===== src/rtl/alu_pkg.sv =====
// alu_pkg: opcodes, divide-error value and driver FSM states shared with the ALU.
package alu_pkg;
  localparam logic [2:0] OP_AND  = 3'd0;
  localparam logic [2:0] OP_SUB  = 3'd1;
  localparam logic [2:0] OP_ADD  = 3'd2;
  localparam logic [2:0] OP_OR   = 3'd3;
  localparam logic [2:0] OP_XOR  = 3'd4;
  localparam logic [2:0] OP_DIV  = 3'd5;
  localparam logic [2:0] OP_NOTA = 3'd6;
  localparam logic [2:0] OP_NOTB = 3'd7;
  localparam logic [7:0] DIV_ERR_VALUE = 8'hFF;
  typedef enum logic [1:0] {IDLE = 2'd0, EXEC = 2'd1, RESP = 2'd2} state_t;
endpackage


===== src/rtl/alu_cmd_driver.sv =====
// alu_cmd_driver: valid/ready command front end that drives the external ALU and returns its result.
module alu_cmd_driver
  import alu_pkg::*;
#(
  parameter int CNT_W = 8
) (
  input  logic             clk,
  input  logic             rst_n,
  input  logic             cmd_valid,
  output logic             cmd_ready,
  input  logic [3:0]       cmd_a,
  input  logic [3:0]       cmd_b,
  input  logic [2:0]       cmd_op,
  output logic [3:0]       alu_a,
  output logic [3:0]       alu_b,
  output logic [2:0]       alu_s,
  input  logic [7:0]       alu_y,
  output logic             rsp_valid,
  input  logic             rsp_ready,
  output logic [7:0]       rsp_data,
  output logic [2:0]       rsp_op,
  output logic             rsp_err,
  output logic [CNT_W-1:0] done_cnt
);
  state_t st;
  logic   div_err;
  assign cmd_ready = st == IDLE;
  assign rsp_valid = st == RESP;
  assign div_err   = alu_s == OP_DIV && alu_b == 4'd0;
  always_ff @(posedge clk) begin
    if (!rst_n) begin
      st       <= IDLE;
      alu_a    <= 4'd0;
      alu_b    <= 4'd0;
      alu_s    <= 3'd0;
      rsp_data <= 8'h00;
      rsp_op   <= 3'd0;
      rsp_err  <= 1'b0;
      done_cnt <= '0;
    end else begin
      case (st)
        IDLE: if (cmd_valid) begin
          alu_a <= cmd_a;
          alu_b <= cmd_b;
          alu_s <= cmd_op;
          st    <= EXEC;
        end
        EXEC: begin
          // a divide by zero has no defined ALU result, so never pass alu_y through
          rsp_data <= div_err ? DIV_ERR_VALUE : alu_y;
          rsp_op   <= alu_s;
          rsp_err  <= div_err;
          st       <= RESP;
        end
        RESP: if (rsp_ready) begin
          done_cnt <= done_cnt + CNT_W'(1);
          st       <= IDLE;
        end
        default: st <= IDLE;
      endcase
    end
  end
endmodule

===== config.mk =====
export PLATFORM = sky130hd
export DESIGN_NAME = alu_cmd_driver
export DESIGN_NICKNAME = d
export VERILOG_FILES = /design/src/rtl/alu_pkg.sv /design/src/rtl/alu_cmd_driver.sv
export SDC_FILE = /design/constraint.sdc
export NUM_CORES = 1
export LEC_CHECK = 0
export ABC_CLOCK_PERIOD_IN_PS = 1500
export CAP_MARGIN = 20
export CORE_MARGIN = 2
export CORE_UTILIZATION = 40
export DETAILED_ROUTE_END_ITERATION = 10
export PLACE_DENSITY = 0.77
export RECOVER_POWER = 25
export SLEW_MARGIN = 20
export SYNTH_ARGS = -nofsm -noshare
export SYNTH_HDL_FRONTEND = slang
export SYNTH_SLANG_ARGS = --single-unit

===== constraint.sdc =====
create_clock -name clk -period 1.5 [get_ports clk]
set_input_delay 0.225 -clock clk [delete_from_list [all_inputs] [get_ports clk]]
set_output_delay 0.225 -clock clk [all_outputs]
set_load 0.02 [all_outputs]

Yosys cells after proc, flatten, opt, wreduce, memory -nomap -nowiden
Index checks and enable logic that the tools add are counted.
- add/sub/neg operators: 1
- eq/ne operators: 5
- multiplexer cells: 4
- reduce and logical (&&, ||, !) cells: 6
- operators by type and width (operator ; count):
    $add A8 B1 Y8 const B ; 1
    $mux W8 ; 1
    $pmux W2 S3 ; 1
    $reduce_and A2 Y1 ; 3
    $logic_not A4 Y1 ; 1
    $mux W2 ; 2
    $eq A3 B3 Y1 const B ; 1
    $eq A2 B1 Y1 const B ; 1
    $eq A2 B2 Y1 const B ; 1
    $logic_not A2 Y1 ; 1
    $ne A2 B1 Y1 const B ; 1
    $ne A2 B2 Y1 const B ; 1
    $logic_and A1 B1 Y1 ; 1
- register bits: 33
- bits of input ports: 23
- output and inout port bits: 33
- logic and storage cells: 24

Logic depth before layout (Yosys ltp)
Gate-level depths: netlist of the first run.
- depth in word-level cells: 3
- depth in mapped cells: 4
- gate-level depth less buffers: 4

Worst setup path after synthesis of the first run
OpenSTA, ideal clock, no wires.
- path kind: reg-to-reg
- start point: register st[1]
- end point: register alu_a[0]
- data arrival time: 1229 ps
- setup slack: 143 ps
- stages on the path, launching flop included: 5
- path buffers: 1
- clock period less this slack: 1357 ps
- cells stage by stage: dfxtp_1 -> nor3b_1 -> buf_4 -> mux2i_1 -> nor2_1
- longest elaborated chain between the ends: 2
- RTL lines (item ; line ; source):
    start: declaration ; alu_cmd_driver.sv:25 ; state_t st;
    start signal: assignment ; alu_cmd_driver.sv:32 ; st <= IDLE;
    start signal: assignment ; alu_cmd_driver.sv:46 ; st <= EXEC;
    start signal: assignment ; alu_cmd_driver.sv:53 ; st <= RESP;
    $logic_not A2 Y1 ; alu_cmd_driver.sv:41 ; case (st)
    $reduce_and A2 Y1 (no source line) ; -- ;
    end signal: assignment ; alu_cmd_driver.sv:43 ; alu_a <= cmd_a;
    end: declaration ; alu_cmd_driver.sv:14 ; output logic [3:0] alu_a,
No other way between the ends.
A chain may end at the register's enable or synchronous reset.

Worst setup path after layout of the first run
- start point: register st[0]
- end point: register done_cnt[3]
- longest elaborated chain between the ends: 2
- RTL lines (item ; line ; source):
    $eq A2 B2 Y1 ; alu_cmd_driver.sv:41 ;
    $reduce_and A2 Y1 (no source line) ; -- ;
    end signal: assignment ; alu_cmd_driver.sv:56 ; done_cnt <= done_cnt + CNT_W'(1);
    end: declaration ; alu_cmd_driver.sv:23 ; output logic [CNT_W-1:0] done_cnt
No other way between the ends.

==> metrics.md, run 1 <==
| Metric | Value |
|---|---|
| Status | complete, no violations |
| Layout Skew | 6.714 ps |
| GR Overflow Total | 0 |
| Met1 GRT Util | 23.54% |
| First-pass GRT wire length | 5.526 mm |
| DRC Markers | 0 |
| Hold path start | rsp_op[2] |
| Setup_tns | 0 ps |
| Final hold violations | 0 |
| Max-Cap Viols | 0 |
| Leak Pwr | about 0.87 nW |
| Reg clk slew, reported paths | 100 ps |
| Crit-path leading delay family | simple AND/OR/NAND/NOR gates |
| Initial Util | between 40% and 50% |
| Flop2flop setup slack | 110 ps |
| Fmax | slightly above 700 MHz |
| Worst hold endpoint | rsp_op[2] |
| Worst hold path class | flop to flop |
| Post-synth EDFFs | 0 |
| Clock period minus final worst setup slack | approximately 1400 ps |
| Cell variety after synth | 27 |
| Yosys reg bits | 33 |
| Die ar. | about 3700 um^2 |
| Final worst slack | approximately 110 ps |
| Setup CP Type | flop to flop |
| Crit start category | flop |
| Worst Path Max Fanout | 7 |
| RSZ-0062 raised after global routing | false |
| Vias in the first global route | around 1300 |
| I/O pins | 56 |
| Avg WL per Cell | 13.69 um |
| R2R depth | 3 |
| Gr usage total | about a fifth |
| Grt met2 use | 35.33% |
| Via count | between 1000 and 1500 |
| CP peak stage delay | roughly 500 ps |
| Worst flop-to-flop path endpoint | done_cnt[3] |
| Syn-to-layout area delta | 50.49% |
| Slew Viols, Final | 0 |
| Crit path capture type | flop |
| Post-Route WL | ~3.4 mm |
| Actual slew at the worst max-slew pin | about 700 ps |
| CORE AREA | ~3100 um^2 |
| Maximum vdd drop | about 0.65 mV |
| Root Driver | clkbuf_4 |
| Critical path's slowest cell | or4_1 |
| Post-layout util | 63.28% |
| Async set-reset flop share out of synthesis | 0% |
| Most used DFF post-synth | dfxtp_1 |
| Global Route met3 Usage | under 10% |
| Row count | 20 |
| Register area share after synthesis | approximately half |
| Worst Path Required | between 1500 and 2000 ps |
| Max clock buf depth | 2 |
| Dpl hpwl | around 2.5 mm |
| RD Place Congestion | ~0.76 |
| Remaining antenna violation count after routing | 0 |
| Antenna violations before repair | 0 |
| DR vias/cell | roughly 4.9 |
| IO buf count | between 50 and 60 |
| Clk_lat worst skew | 320 ps |
| Setup Fix Bufs, Post-CTS | 0 |
| CTS H-tree lvls | 2 |
| Initial DRC count | 74 |
| Hold path cells | 2 |
| R2r startpoint | st[0] |
| Pin count of the biggest net entering global routing | 24 |
| CTS Buf Count | 5 |
| Synth Instances | 140 |
| Synth Warn # | 0 |
| CP arrival | 1630 ps |
| Die height | between 60 and 70 um |
| Mean Syn Cell Area | slightly above 9 um^2 |
| CP Cell Sequence | nand3b_2 -> or4_1 -> a21oi_1 |
| Netlist Area Pre-Place | 1284 um^2 |
| # clock sinks | 33 |
| Count of final setup violators | 0 |
| Slew headroom | roughly 53% |
| DRT Pass-1 Iters | 4 |
| Antenna Cells | 0 |
| Die W | about 60 um |
| Synthesized Nets | approximately 160 |
| Power per cell area | 943.3 nW/um^2 |
| GRT Max-Usage Layer | met2 |
| Post-Place Setup Slack | -127.6 ps |
| CTS tree | done |
| Share of cells above drive strength 1 | 9.804% |
| Final worst path period share | just over 90% |
| Critical path buffers and inverters | 0 |
| # nets final | roughly 230 |
worst register-to-register path, stage by stage (launching register included):
cell	delay, ps
dfxtp_1	380
nand3b_2	270
or4_1	500
a21oi_1	170
per-layer routing:
metal | up-vias | part of all wire (%)
li1 | 617 | -
met2 | 39 | 54
met4 | 0 | 1.8
met1 | 567 | 39
met5 | - | 0
met3 | 4 | 5.2
final cells by class:
class / count / area (um^2)
fillers: 286 / 1121
flip-flops and latches: 33 / 660.6
multi-input cells: 97 / 586.8
repair buffers: 63 / 548.0
clock buffers: 7 / 65.06
well taps: 44 / 55.05
inverters: 3 / 11.26
clock inverters: 1 / 5.005
cells in the mapped netlist, types with 2 or more instances:
| cell type | number | area, um^2 |
|---|---|---|
| nand2_1 | 10 | 37.54 |
| or3_1 | 2 | 12.51 |
| dfxtp_1 | 33 | 660.6 |
| nor2_1 | 15 | 56.30 |
| inv_1 | 3 | 11.26 |
| nand2b_1 | 2 | 12.51 |
| a21oi_1 | 25 | 125.1 |
| or4_1 | 2 | 15.01 |
| clkbuf_1 | 6 | 22.52 |
| o21ai_0 | 10 | 50.05 |
| nor2b_1 | 2 | 12.51 |
| o31ai_1 | 2 | 15.01 |
| nand3_1 | 2 | 10.01 |
| mux2i_1 | 13 | 130.1 |
cells by family after synthesis:
kind of cell	share of synthesized area (%)
DFF	51.46
AOI/OAI and AO/OA	14.81
adders and majority gates	0.9745
muxes	10.14
buffers and inverters	3.216
xor gates and xnor gates	1.365
and+or+nand+nor	18.03
sequential cells by signal, indices dropped and copies added (netlist names):
signal,flops
alu_a,4
alu_b,4
alu_s,3
done_cnt,8
rsp_data,8
rsp_err,1
rsp_op,3
st,2
metrics by stage:
step / hold WS (ps) / std cells / total power [W] / instance area (um^2)
finish: 469.0 / 248 / 0.001822 / 1932
global route: 507.8 / 248 / 0.001923 / 1932
CTS: 470.4 / 248 / 0.001849 / 1957
detailed placement: 457.3 / 240 / 0.001321 / 1924
global placement: 445.4 / 240 / 0.001312 / 1924
floorplan: 372.2 / 140 / 0.001132 / 1284
timing repair:
| action | 4_1_cts | 5_1_grt |
|---|---|---|
| resized for setup | 30 | 5 |
| hold buffers | 0 | 0 |
| endpoints found under the hold margin | 0 | 0 |
| endpoints found under the setup margin | 30 | 4 |
how the worst max path moves through the flow:
stage,from,to,cells after the start
after global placement,rsp_ready,done_cnt[5],4
after detailed placement,rsp_ready,done_cnt[5],4
after CTS,alu_a[0],alu_a[0],1
after floorplan,st[1],alu_a[0],4
final,st[0],done_cnt[3],3
after global routing,st[0],done_cnt[5],3
placed cells by master (no fill, tap or decap), types with 5 or more instances in the layout:
cell type,synthesis,layout
a21oi_1,25,25
dlygate4sd2_1,0,29
dfxtp_1,33,33
clkbuf_4,0,5
o21ai_0,10,10
buf_4,1,7
clkdlybuf4s50_1,0,21
nand2_1,10,10
nor2_1,15,15
mux2i_1,13,13
power by group:
| part | internal (W) | switching [W] |
|---|---|---|
| registers | 0.000919 | 0.0000292 |
| clock network | 0.000272 | 0.000284 |
| logic | 0.000152 | 0.000167 |
No activity file was read; power rests on OpenSTA's default activity.
==> run 2: changes to the inputs <==
DONT_BUFFER_PORTS = 1   (was unset)
PLACE_DENSITY = unset   (was 0.77)
==> metrics.md, run 2 (synthesized netlist as in run 1, its figures left out) <==
| Metric | Value |
|---|---|
| Worst hold endpoint | rsp_data[4] |
| Status | complete, no violations |
| Remaining antenna violation count after routing | 0 |
| Hold path start | rst_n |
| Setup CP Type | flop to flop |
| Initial Util | a little over two fifths |
| # clock sinks | 33 |
| CTS tree | done |
| R2r startpoint | st[0] |
| Total power | around 0.002 W |
| Power per cell area | roughly 1300 nW/um^2 |
| Maximum vdd drop | 0.8070 mV |
| Layout Skew | 9.222 ps |
| Die ar. | 3678 um^2 |
| Die W | ~60 um |
| DRT Pass-1 Iters | 4 |
| Placed cell area | between 1000 and 1500 um^2 |
| Worst hold path class | primary input to flop |
| Initial DRC count | 73 |
| Final worst path period share | 93.01% |
| Finished Cell Area | ~1500 um^2 |
| # nets final | 177 |
| Slew Viols, Final | 0 |
| Pin count of the biggest net entering global routing | 21 |
| Clk_lat worst skew | ~340 ps |
| Die height | about 61 um |
| Worst Path Required | 1770 ps |
| RD Place Congestion | between 0.6 and 0.7 |
| Slew headroom | between 70 and 80% |
| Setup_tns | 0 ps |
| Clock period minus final worst setup slack | roughly 1400 ps |
| CORE AREA | 3053 um^2 |
| Max-Cap Viols | 0 |
| CTS H-tree lvls | 2 |
| Syn-to-layout area delta | 17.84% |
| RSZ-0062 raised after global routing | false |
| Count of final setup violators | 0 |
| Commonest cells after routing, fill and taps aside | dfxtp_1 (32), a21oi_1 (25), nor2_1 (15) |
| Fin Hold WS | 22.28 ps |
| I/O pins | 56 |
| CP arrival | 1670 ps |
| Fmax | approximately 720 MHz |
| Flop2flop setup slack | around 100 ps |
| Fillers | ~310 |
| First-pass GRT wire length | 4.567 mm |
| Actual slew at the worst max-slew pin | between 400 and 500 ps |
| Via count | between 900 and 1000 |
| Dpl hpwl | between 1.5 and 2 mm |
| Hold path cells | 2 |
| Gr usage total | between 10% and 20% |
| Root Driver | clkbuf_4 |
| Antenna Cells | 0 |
| Crit start category | flop |
| DR vias/cell | between 5 and 6 |
| Post-Place Setup Slack | ~110 ps |
| DRC Markers | 0 |
| Max clock buf depth | 2 |
| Worst flop-to-flop path endpoint | done_cnt[5] |
| CTS Buf Count | 5 |
| IO buf count | 0 |
| Multi-input logic area | a little under 600 um^2 |
| Largest registers | done_cnt x8, rsp_data x8 |
| Antenna violations before repair | 0 |
| Commonest non-fill, non-tap cell in the layout | dfxtp_1 |
| Vias in the first global route | between 900 and 1000 |
| Register area | 661.9 um^2 |
| GR Overflow Total | 0 |
| Leak Pwr | 0.5940 nW |
| Final hold violations | 0 |
| Crit path capture type | flop |
| Avg WL per Cell | 14.00 um |
| Reg clk slew, reported paths | 110 ps |
| Worst Path Max Fanout | 7 |
| Post-Route WL | between 2 and 3 mm |
| Setup Fix Bufs, Post-CTS | 0 |
| R2R depth | 3 |
| Share of cells above drive strength 1 | between 10 and 15% |
| Row count | 20 |
| Final worst slack | 104.9 ps |
## run 2: layout make-up
class                           instances  area share [%]
Inverter                                3          0.7444
Clock buffer                            5           2.481
Timing Repair Buffer                   13           6.617
Multi-Input combinational cell         97           38.46
Clock inverter                          3           4.301
Sequential cell                        33           43.76
Tap cell                               44           3.639
## run 2: stage by stage
stage	instances	utilization, %
after detailed placement	189	45.98
after global placement	189	45.98
after CTS	198	49.67
after floorplan	140	-
final	198	49.55
after global routing	198	49.55
## run 2: timing repair
| item | in CTS | in global routing |
|---|---|---|
| hold buffers | 1 | 0 |
| gates resized for setup | 0 | 1 |
| endpoints found under the setup margin | 0 | 1 |
| endpoints found under the hold margin | 5 | 0 |
## run 2: critical path, cell delays in order, from the launching register on
cell	delay, ps
dfxtp_1	360
nand3b_2	300
or4_1	530
a21oi_1	150
## run 2: how the worst max path moves through the flow
stage / start / end / slack [ps] / cells after the start
after floorplan: st[1] / alu_a[0] / 140 / 4
after global placement: st[0] / done_cnt[5] / 150 / 3
after detailed placement: st[0] / done_cnt[5] / 110 / 3
after CTS: st[1] / rsp_valid / 30 / 2
after global routing: st[0] / done_cnt[5] / 20 / 3
final: st[0] / done_cnt[5] / 100 / 3
## run 2: layer usage
metal	global-route usage, %	vias up	wire, um
met3	7.676	5	217
met2	27.04	34	1366
li1	-	513	-
met4	5.590	0	42
met5	0	-	0
met1	20.82	446	1146
## run 2: power by group
| part | internal (W) | switching, W | leakage (nW) | total [W] |
|---|---|---|---|---|
| Clock | 0.000516 | 0.000309 | 0.0552 | 0.000825 |
| Sequential | 0.000919 | 0.0000711 | 0.270 | 0.000990 |
| Combinational | 0.0000769 | 0.0000997 | 0.269 | 0.000177 |
==> run 3: changes to the inputs <==
ABC_CLOCK_PERIOD_IN_PS = 1140   (was 1500)
CAP_MARGIN = 5   (was 20)
clock period = 1.14 ns   (was 1.5 ns; I/O delays follow)
==> metrics.md, run 3 (synthesized netlist as in run 1, its figures left out) <==
| Metric | Value |
|---|---|
| Actual slew at the worst max-slew pin | about 340 ps |
| Avg WL per Cell | around 14 um |
| Maximum vdd drop | 1.053 mV |
| Initial Util | a little over two fifths |
| I/O pins | 56 |
| Worst Path Required | 1410 ps |
| Setup_tns | -1423 ps |
| # nets final | ~210 |
| Final worst slack | -133.4 ps |
| Final worst path period share | 111.7% |
| CTS Buf Count | 5 |
| RSZ-0062 raised after global routing | true |
| First-pass GRT wire length | between 5 and 6 mm |
| Power per cell area | about 1200 nW/um^2 |
| Commonest cells after routing, fill and taps aside | dfxtp_1 (24), buf_4 (24), a21oi_1 (22) |
| CP arrival | between 1500 and 2000 ps |
| Clock period minus final worst setup slack | 1273 ps |
| Critical path buffers and inverters | 1 |
| Syn-to-layout area delta | 52.34% |
| Antenna Cells | 0 |
| RD Place Congestion | roughly 0.82 |
| Pin count of the biggest net entering global routing | 21 |
| Leak Pwr | 0.7972 nW |
| Crit path capture type | flop |
| Die W | approximately 60 um |
| CP Cell Sequence | buf_6 -> nand3b_4 -> or4_1 -> a21oi_1 |
| Failing checks | setup timing |
| Crit-path leading delay family | simple AND/OR/NAND/NOR gates |
| Dpl hpwl | ~2.3 mm |
| Finished Cell Area | between 1500 and 2000 um^2 |
| Root Driver | clkbuf_4 |
| Worst hold path class | primary input to flop |
| Worst Path Max Fanout | 5 |
| Row count | 20 |
| Count of final setup violators | 19 |
| DR vias/cell | a little over 5 |
| Antenna violations before repair | 0 |
| Max-Cap Viols | 0 |
| Initial DRC count | 42 |
| Vias in the first global route | 1135 |
| Placed cell area | 1578 um^2 |
| CTS tree | done |
| CTS H-tree lvls | 2 |
| Critical path's slowest cell | or4_1 |
| Final hold violations | 0 |
| Die ar. | between 3000 and 4000 um^2 |
| Die height | roughly 60 um |
| Post-Place Setup Slack | -71.58 ps |
| Max clock buf depth | 2 |
| Fmax | just under 800 MHz |
| DRT Pass-1 Iters | 4 |
| Slew Viols, Final | 0 |
| Share of cells above drive strength 1 | between 30% and 40% |
| Via count | approximately 1200 |
| CP peak stage delay | about 490 ps |
| Remaining antenna violation count after routing | 0 |
| IO buf count | 0 |
| DRC Markers | 0 |
| Layout Skew | around 5.6 ps |
| Crit start category | flop |
| GR Overflow Total | 0 |
| Reg clk slew, reported paths | 100 ps |
| # clock sinks | 33 |
| CORE AREA | between 3000 and 4000 um^2 |
| Clk_lat worst skew | 330 ps |
| Largest registers | done_cnt x8, rsp_data x8 |
| Status | finished with violations |
| Gr usage total | 19.44% |
| Slew headroom | 77.40% |
| Post-Route WL | between 3 and 4 mm |
| Setup CP Type | flop to flop |
==> run 3: changes by cell type in the layout (fill, tap and decap cells not counted), moves of 2 or more <==
cell / change
a21oi_2: +3
dfxtp_1: -8
bufinv_16: -2
buf_4: +12
clkbuf_8: +2
a21oi_1: -3
buf_6: +11
dfxtp_2: +2
dfxtp_4: +6
dlygate4sd3_1: +14
==> run 3: report_power, final <==
group / switching [W] / internal [W] / leakage (nW)
Combinational: 0.000172 / 0.000184 / 0.481
Clock: 0.000391 / 0.000357 / 0.0413
Sequential: 0.0000868 / 0.00120 / 0.275
==> run 3: worst reg2reg max path: stages, from the launching register on <==
cell	delay (ps)
dfxtp_4	380
buf_6	100
nand3b_4	100
or4_1	490
a21oi_1	130
==> run 3: what timing repair did <==
| action | in CTS | in global routing |
|---|---|---|
| endpoints found under the hold margin | 22 | 1 |
| resized for setup | 9 | 21 |
| hold buffers | 14 | 1 |
| pin swaps | 3 | 5 |
| endpoints found under the setup margin | 19 | 34 |
| buffers inserted | 3 | 3 |
==> run 3: per-layer routing <==
layer / global-route usage [%] / wire length, um / vias to the layer above
met5: 0 / 0 / -
met4: 7.453 / 42 / 0
met3: 9.382 / 225 / 5
met2: 34.10 / 1843 / 32
met1: 19.97 / 1277 / 565
li1: - / - / 590
==> run 3: cell type report <==
cell class / instances / area [um^2]
Clock buffer: 7 / 65.06
Timing Repair Buffer: 50 / 454.2
Multi-Input combinational cell: 97 / 678.2
Tap cell: 44 / 55.05
Sequential cell: 33 / 686.9
Clock inverter: 1 / 5.005
Inverter: 3 / 11.26
Fill cell: 259 / 1097
==> run 3: worst paths after layout <==
kind | endpoint | slack, ps | cells after the start | start
setup / recovery | done_cnt[3] | -130 | 4 | st[1]
setup reg to reg | done_cnt[3] | -130 | 4 | st[1]
hold reg to reg | done_cnt[7] | 490 | 2 | done_cnt[7]
hold / removal | rsp_data[7] | 10 | 2 | alu_y[7]
==> run 3: through the flow <==
stage | hold WS, ps | total power, W | instances | utilization [%]
4_1_cts | 1.850 | 0.002405 | 231 | 60.33
5_1_grt | 3.329 | 0.002500 | 235 | 64.06
3_5_place_dp | 300.3 | 0.001596 | 206 | 51.68
2_1_floorplan | 318.1 | 0.001500 | 140 | -
3_3_place_gp | 303.0 | 0.001584 | 206 | 51.68
6_report | 9.918 | 0.002392 | 235 | 64.06
